===== config.mk =====
export PLATFORM = sky130hd
export DESIGN_NAME = rmii_rx
export DESIGN_NICKNAME = d
export VERILOG_FILES = /design/src/rtl/rmii_pkg.sv /design/src/rtl/eth_crc32_step.sv /design/src/rtl/rmii_rx.sv
export SDC_FILE = /design/constraint.sdc
export NUM_CORES = 1
export LEC_CHECK = 0
export CAP_MARGIN = 25
export CORE_MARGIN = 2
export CORE_UTILIZATION = 55
export DETAILED_ROUTE_END_ITERATION = 8
export GPL_TIMING_DRIVEN = 0
export MAX_ROUTING_LAYER = met4
export PLACE_DENSITY = 0.75
export SLEW_MARGIN = 15
export SYNTH_ARGS = -nofsm -noshare
export SYNTH_HDL_FRONTEND = slang
export SYNTH_SLANG_ARGS = --single-unit

===== constraint.sdc =====
create_clock -name clk -period 2.14 [get_ports clk]
set_clock_uncertainty 0.05 [all_clocks]
set_input_delay 0.535 -clock clk [delete_from_list [all_inputs] [get_ports clk]]
set_output_delay 0.535 -clock clk [all_outputs]
set_load 0.02 [all_outputs]

===== src/rtl/rmii_pkg.sv =====
// rtl/rmii_pkg.sv - shared constants for the RMII receive path
package rmii_pkg;

    localparam logic [1:0] ST_IDLE     = 2'd0;
    localparam logic [1:0] ST_PREAMBLE = 2'd1;
    localparam logic [1:0] ST_DATA     = 2'd2;
    localparam logic [1:0] ST_DROP     = 2'd3;

    localparam logic [1:0] PREAMBLE_DIBIT = 2'b01;
    localparam logic [1:0] SFD_DIBIT      = 2'b11;

    localparam logic [31:0] CRC_POLY    = 32'hEDB88320;
    localparam logic [31:0] CRC_INIT    = 32'hFFFFFFFF;
    localparam logic [31:0] CRC_RESIDUE = 32'hDEBB20E3;

    localparam logic [2:0] MIN_FRAME_LEN = 3'd5;
    localparam logic [2:0] FCS_LEN       = 3'd4;

endpackage


===== src/rtl/eth_crc32_step.sv =====
// rtl/eth_crc32_step.sv - one-byte step of the reflected Ethernet CRC-32
module eth_crc32_step
    import rmii_pkg::*;
(
    input  logic [31:0] crc_in,
    input  logic [7:0]  data_in,
    output logic [31:0] crc_out
);

    logic [31:0] c;

    always_comb begin
        c = crc_in ^ {24'd0, data_in};
        for (int i = 0; i < 8; i++) begin
            c = c[0] ? ((c >> 1) ^ CRC_POLY) : (c >> 1);
        end
        crc_out = c;
    end

endmodule


===== src/rtl/rmii_rx.sv =====
// rtl/rmii_rx.sv - RMII receiver: preamble/SFD detect, byte assembly, FCS strip and check
module rmii_rx
    import rmii_pkg::*;
#(
    parameter int DATA_WIDTH = 2
) (
    input  logic                  clk,
    input  logic                  rst,
    input  logic [DATA_WIDTH-1:0] rmii_d,
    input  logic                  rmii_er,
    input  logic                  rmii_en,
    input  logic                  rmii_clk_en,
    output logic [7:0]            m_axis_tdata,
    output logic                  m_axis_tvalid,
    output logic                  m_axis_tlast,
    output logic                  m_axis_tuser,
    output logic                  stat_rx_bad_fcs,
    output logic                  stat_rx_err
);

    logic [1:0]      state;
    logic [1:0]      dibit_cnt;
    logic [7:0]      acc;
    logic [31:0]     crc;
    logic [31:0]     crc_next;
    logic [3:0][7:0] dl;
    logic [2:0]      dl_cnt;
    logic [2:0]      byte_cnt;
    logic [7:0]      hold;
    logic            hold_vld;
    logic            err_sticky;
    logic [1:0]      d;
    logic [7:0]      byte_next;
    logic            byte_done;
    logic            crc_bad;

    assign d         = rmii_d[1:0];
    assign byte_next = {d, acc[7:2]};
    assign byte_done = (dibit_cnt == 2'd3);
    assign crc_bad   = (crc != CRC_RESIDUE);

    eth_crc32_step u_crc (
        .crc_in  (crc),
        .data_in (byte_next),
        .crc_out (crc_next)
    );

    always_ff @(posedge clk) begin
        if (rst) begin
            state           <= ST_IDLE;
            dibit_cnt       <= 2'd0;
            acc             <= 8'd0;
            crc             <= CRC_INIT;
            dl              <= '0;
            dl_cnt          <= 3'd0;
            byte_cnt        <= 3'd0;
            hold            <= 8'd0;
            hold_vld        <= 1'b0;
            err_sticky      <= 1'b0;
            m_axis_tdata    <= 8'd0;
            m_axis_tvalid   <= 1'b0;
            m_axis_tlast    <= 1'b0;
            m_axis_tuser    <= 1'b0;
            stat_rx_bad_fcs <= 1'b0;
            stat_rx_err     <= 1'b0;
        end else begin
            m_axis_tvalid   <= 1'b0;
            m_axis_tlast    <= 1'b0;
            m_axis_tuser    <= 1'b0;
            stat_rx_bad_fcs <= 1'b0;
            stat_rx_err     <= 1'b0;
            if (rmii_clk_en) begin
                case (state)
                    ST_IDLE: begin
                        if (rmii_en && d == PREAMBLE_DIBIT) state <= ST_PREAMBLE;
                    end
                    ST_PREAMBLE: begin
                        if (!rmii_en) begin
                            state <= ST_IDLE;
                        end else if (d == SFD_DIBIT) begin
                            state      <= ST_DATA;
                            dibit_cnt  <= 2'd0;
                            crc        <= CRC_INIT;
                            dl_cnt     <= 3'd0;
                            byte_cnt   <= 3'd0;
                            hold_vld   <= 1'b0;
                            err_sticky <= 1'b0;
                        end else if (d != PREAMBLE_DIBIT) begin
                            state       <= ST_DROP;
                            stat_rx_err <= 1'b1;
                        end
                    end
                    ST_DATA: begin
                        if (rmii_en) begin
                            acc       <= byte_next;
                            dibit_cnt <= dibit_cnt + 2'd1;
                            if (rmii_er) begin
                                err_sticky <= 1'b1;
                                if (!err_sticky) stat_rx_err <= 1'b1;
                            end
                            // Four-byte delay keeps the FCS off the stream; dl[3] is oldest.
                            if (byte_done) begin
                                crc <= crc_next;
                                dl  <= {dl[2:0], byte_next};
                                if (byte_cnt != MIN_FRAME_LEN) byte_cnt <= byte_cnt + 3'd1;
                                if (dl_cnt == FCS_LEN) begin
                                    hold     <= dl[3];
                                    hold_vld <= 1'b1;
                                    if (hold_vld) begin
                                        m_axis_tvalid <= 1'b1;
                                        m_axis_tdata  <= hold;
                                    end
                                end else begin
                                    dl_cnt <= dl_cnt + 3'd1;
                                end
                            end
                        end else begin
                            state    <= ST_IDLE;
                            hold_vld <= 1'b0;
                            if (hold_vld) begin
                                m_axis_tvalid   <= 1'b1;
                                m_axis_tdata    <= hold;
                                m_axis_tlast    <= 1'b1;
                                m_axis_tuser    <= err_sticky | (dibit_cnt != 2'd0) | crc_bad;
                                stat_rx_bad_fcs <= crc_bad;
                                if (dibit_cnt != 2'd0) stat_rx_err <= 1'b1;
                            end
                            if (byte_cnt < MIN_FRAME_LEN) stat_rx_err <= 1'b1;
                        end
                    end
                    default: begin
                        if (!rmii_en) state <= ST_IDLE;
                    end
                endcase
            end
        end
    end

endmodule


==> run summary <==
STATUS
--------------------------------------------------------------------------------------
Outcome                                                                   finished clean

POWER AND IR DROP
--------------------------------------------------------------------------------------
Internal power                                                              0.002462 W
Comb pwr share                                                                    5.4%
Static leakage power                                                          2.077 nW
Switching fraction of total power                                               26.34%
Reg power frac                                                                   57.4%
Power density of the placed cells                                         591.7 mW/mm^2
Switching pwr                                                              0.0008801 W
Clock network power share                                                        37.2%
Worst VDD drop                                                                352.4 uV

LAYOUT
--------------------------------------------------------------------------------------
Final cell count without fillers                                                   684
Fraction of layout instances using a drive strength above 1                     10.94%
NumNets Final                                                                      587
Area Overhead vs Synth                                                          13.30%
Number of antenna repair diodes                                                      0
Number of fill cells in the layout                                                 731

SETUP PATH
--------------------------------------------------------------------------------------
Crit. End Element                                                            flip-flop
Worst EP arrival                                                               2.29 ns
Required arrival time at the worst endpoint                                    2.35 ns
Maximum fanout along the worst path                                                 10
Startpoint type of the worst setup path                                     input port
Critical Setup Path Class                                                 input port to flip-flop

TIMING
--------------------------------------------------------------------------------------
RSZ-0062 raised after global routing                                                no
Setup violations, final                                                              0
Slew at the pin with the worst max-slew slack                                0.6059 ns
Number of slew-limit violations in the final report                                  0
Final Cycle Share                                                               97.01%
Setup slack after layout                                                    0.06389 ns
Tmin final                                                                    2.076 ns
Peak clock frequency supported by timing                                     481.7 MHz
Worst relative slew slack                                                       59.41%
Final Hold Vio Count                                                                 0

CLOCK TREE
--------------------------------------------------------------------------------------
Worst skew pair latency                                                        0.37 ns
Maximum level of the CTS H-tree                                                      3
Number of sinks on the clock net                                                   103
CTS Hold Bufs                                                                        0
Buffer depth of the longest clock path                                               2
CTS Root Buffer Type                                                          clkbuf_8
Total clock buffers created by CTS                                                   9
CTS tree                                                                           yes
Clock transition at the registers of the reported paths                        0.11 ns

PLACED DESIGN
--------------------------------------------------------------------------------------
Port Buffer Count                                                                   16
Placed wire-length estimate                                                   7.694 mm
Placed instance count                                                              664
Weighted congestion at the end of routability-driven global placement           0.9116
Post-placement setup slack                                                  -0.7577 ns

SYNTH
--------------------------------------------------------------------------------------
Share of the synthesized area in the top cell type                              41.37%
Synth warnings                                                                       0
Number of flops mapped to enable cells by yosys                                      0
Synth area leaders                                                        dfxtp_1, nand2_1, xnor2_1
Proportion of synthesized chip area in sequential cells                         41.37%
Dominant combinational cell family by area after synthesis                XOR/XNOR gates
Fraction of the mapped netlist area in adder cells                              2.259%
Mux contribution to synthesized area                                            4.041%
Xor and xnor fraction of the mapped netlist area                                19.13%
Syn nets                                                                           556
Number of distinct standard cells referenced by the synthesized netlist             48
Cell count after synthesis                                                         540
Area fraction in compound gates after synthesis                                 11.30%
Number of synthesized register bits                                                103
Leading cell types by count after synthesis                               dfxtp_1, nand2_1, a21oi_1
Fraction of registers with async set or reset after synthesis                       0%
Largest area contributor in the netlist                                        dfxtp_1
Simple-gate share of the synthesized area                                       18.60%
Most used flip-flop cell after synthesis                                       dfxtp_1
Area of the mapped netlist                                                0.004985 sq mm
Average instance area after synthesis                                      9.231 sq um
Cell with the most instances after synthesis                                   dfxtp_1

FLOORPLANNING
--------------------------------------------------------------------------------------
Die outline width                                                             99.20 um
Floorplan die height                                                          99.20 um
Top-Level Pins                                                                      20
Number of rows created at floorplan                                                 34
Full die area                                                             0.009841 sq mm
CORE AREA                                                                 0.008763 sq mm
Starting density of the core                                                    56.88%

GRT
--------------------------------------------------------------------------------------
Vias in the first global route                                                   3,767
GRT overflow                                                                         0
Global routing usage summed across all routing layers                           23.47%
Pin count of the biggest net entering global routing                                22
Initial antenna violation count                                                      0
Global-route wire length before repair                                        17.95 mm

ROUTE
--------------------------------------------------------------------------------------
Top routing layer in use                                                          met4
Initial detailed-routing violation count                                           206
Via total after detailed routing                                                 3,844
Post-Route M1 WL                                                              4.838 mm
Aggregate routed wire length                                                  10.91 mm
Count of TritonRoute iterations in the first routing pass                            5
Met3 WL                                                                         642 um
WL per Instance                                                               15.95 um
Number of remaining DRC errors                                                       0
Met2 routed wirelength                                                        5.267 mm
Average via count per standard cell                                              5.620
ANT nets after route                                                                 0

JOB
--------------------------------------------------------------------------------------
Max Cap Violations                                                                   0

HOLD PATH
--------------------------------------------------------------------------------------
Hold/Removal Path Class                                                   flip-flop to flip-flop

==> registers in the layout (all words and copies together) (netlist names), 3 cells and up <==
name,flops
crc,32
dl,32
hold,8
m_axis_tdata,8
acc,6
byte_cnt,3
dl_cnt,3
==> layer usage <==
layer | vias to the layer above | track usage [%]
li1 | 1890 | -
met1 | 1828 | 29.33
met2 | 111 | 38.20
met3 | 15 | 4.708
met4 | 0 | 8.008
met5 | - | -
==> kinds of logic after synthesis <==
kind of cell / count (synthesis)
multiplexers: 20
AO/OA/AOI/OAI: 97
flip-flops: 103
adder cells (fa/ha/maj): 9
buffers and inverters: 43
XOR/XNOR: 68
AND/OR/NAND/NOR: 200
==> cells in the final DEF (no fill, tap or decap), types with 15 or more instances in the layout <==
master,n
nor2_1,36
a21oi_1,46
clkbuf_1,17
nand2b_1,29
nand2_1,91
o22ai_1,22
xnor2_1,26
clkdlybuf4s50_1,15
mux2i_1,19
dfxtp_1,103
==> path summary, 6_finish.rpt <==
kind	slack, ns	depth (start not counted)	startpoint	end
min	0.41	2	dl[15]	dl[23]
max	0.06	9	rmii_clk_en	crc[14]
min reg2reg	0.41	2	dl[15]	dl[23]
max reg2reg	0.07	5	acc[5]	crc[22]
==> through the flow <==
step	total power [W]	util [%]	setup TNS, ns	area, sq um	hold slack, ns
after floorplan	0.002090	-	0	4985	0.3821
after global placement	0.002131	60.25	-44.46	5280	0.3869
after detailed placement	0.002134	60.25	-48.89	5280	0.3958
after CTS	0.003364	62.99	0	5520	0.3993
after global routing	0.003452	64.45	0	5648	0.4150
final	0.003342	64.45	0	5648	0.4059
==> power groups by stage <==
stage	Combinational (W)	Clock, W	Sequential (W)
after CTS	0.000175	0.00127	0.00192
final	0.000180	0.00124	0.00192
after global placement	0.000168	0	0.00196
after floorplan	0.000128	0	0.00196
after detailed placement	0.000171	0	0.00196
after global routing	0.000195	0.00134	0.00192
==> area by class of cell <==
type / count / area (sq um) / area share, %
clock inverters: 7 / 81.33 / 1.440
flip-flops and latches: 103 / 2062 / 36.51
well taps: 108 / 135.1 / 2.393
inverters: 11 / 41.29 / 0.7311
repair buffers: 22 / 220.2 / 3.899
clock buffers: 9 / 123.9 / 2.193
plain buffers: 30 / 148.9 / 2.636
multi-input cells: 394 / 2835 / 50.20
==> critical path, cell delays in order <==
cell	delay, ns
clkdlybuf4s50_1	0.49
buf_4	0.18
nand2_2	0.10
a211oi_4	0.33
buf_4	0.18
nand2_2	0.09
buf_4	0.17
o22ai_1	0.14
nand2b_1	0.09
==> timing repair <==
action,4_1_cts,5_1_grt
pin swaps,0,2
setup endpoints to repair,78,69
setup buffers,0,6
gates resized for setup,14,28
Power figures use the tool's default switching activity.
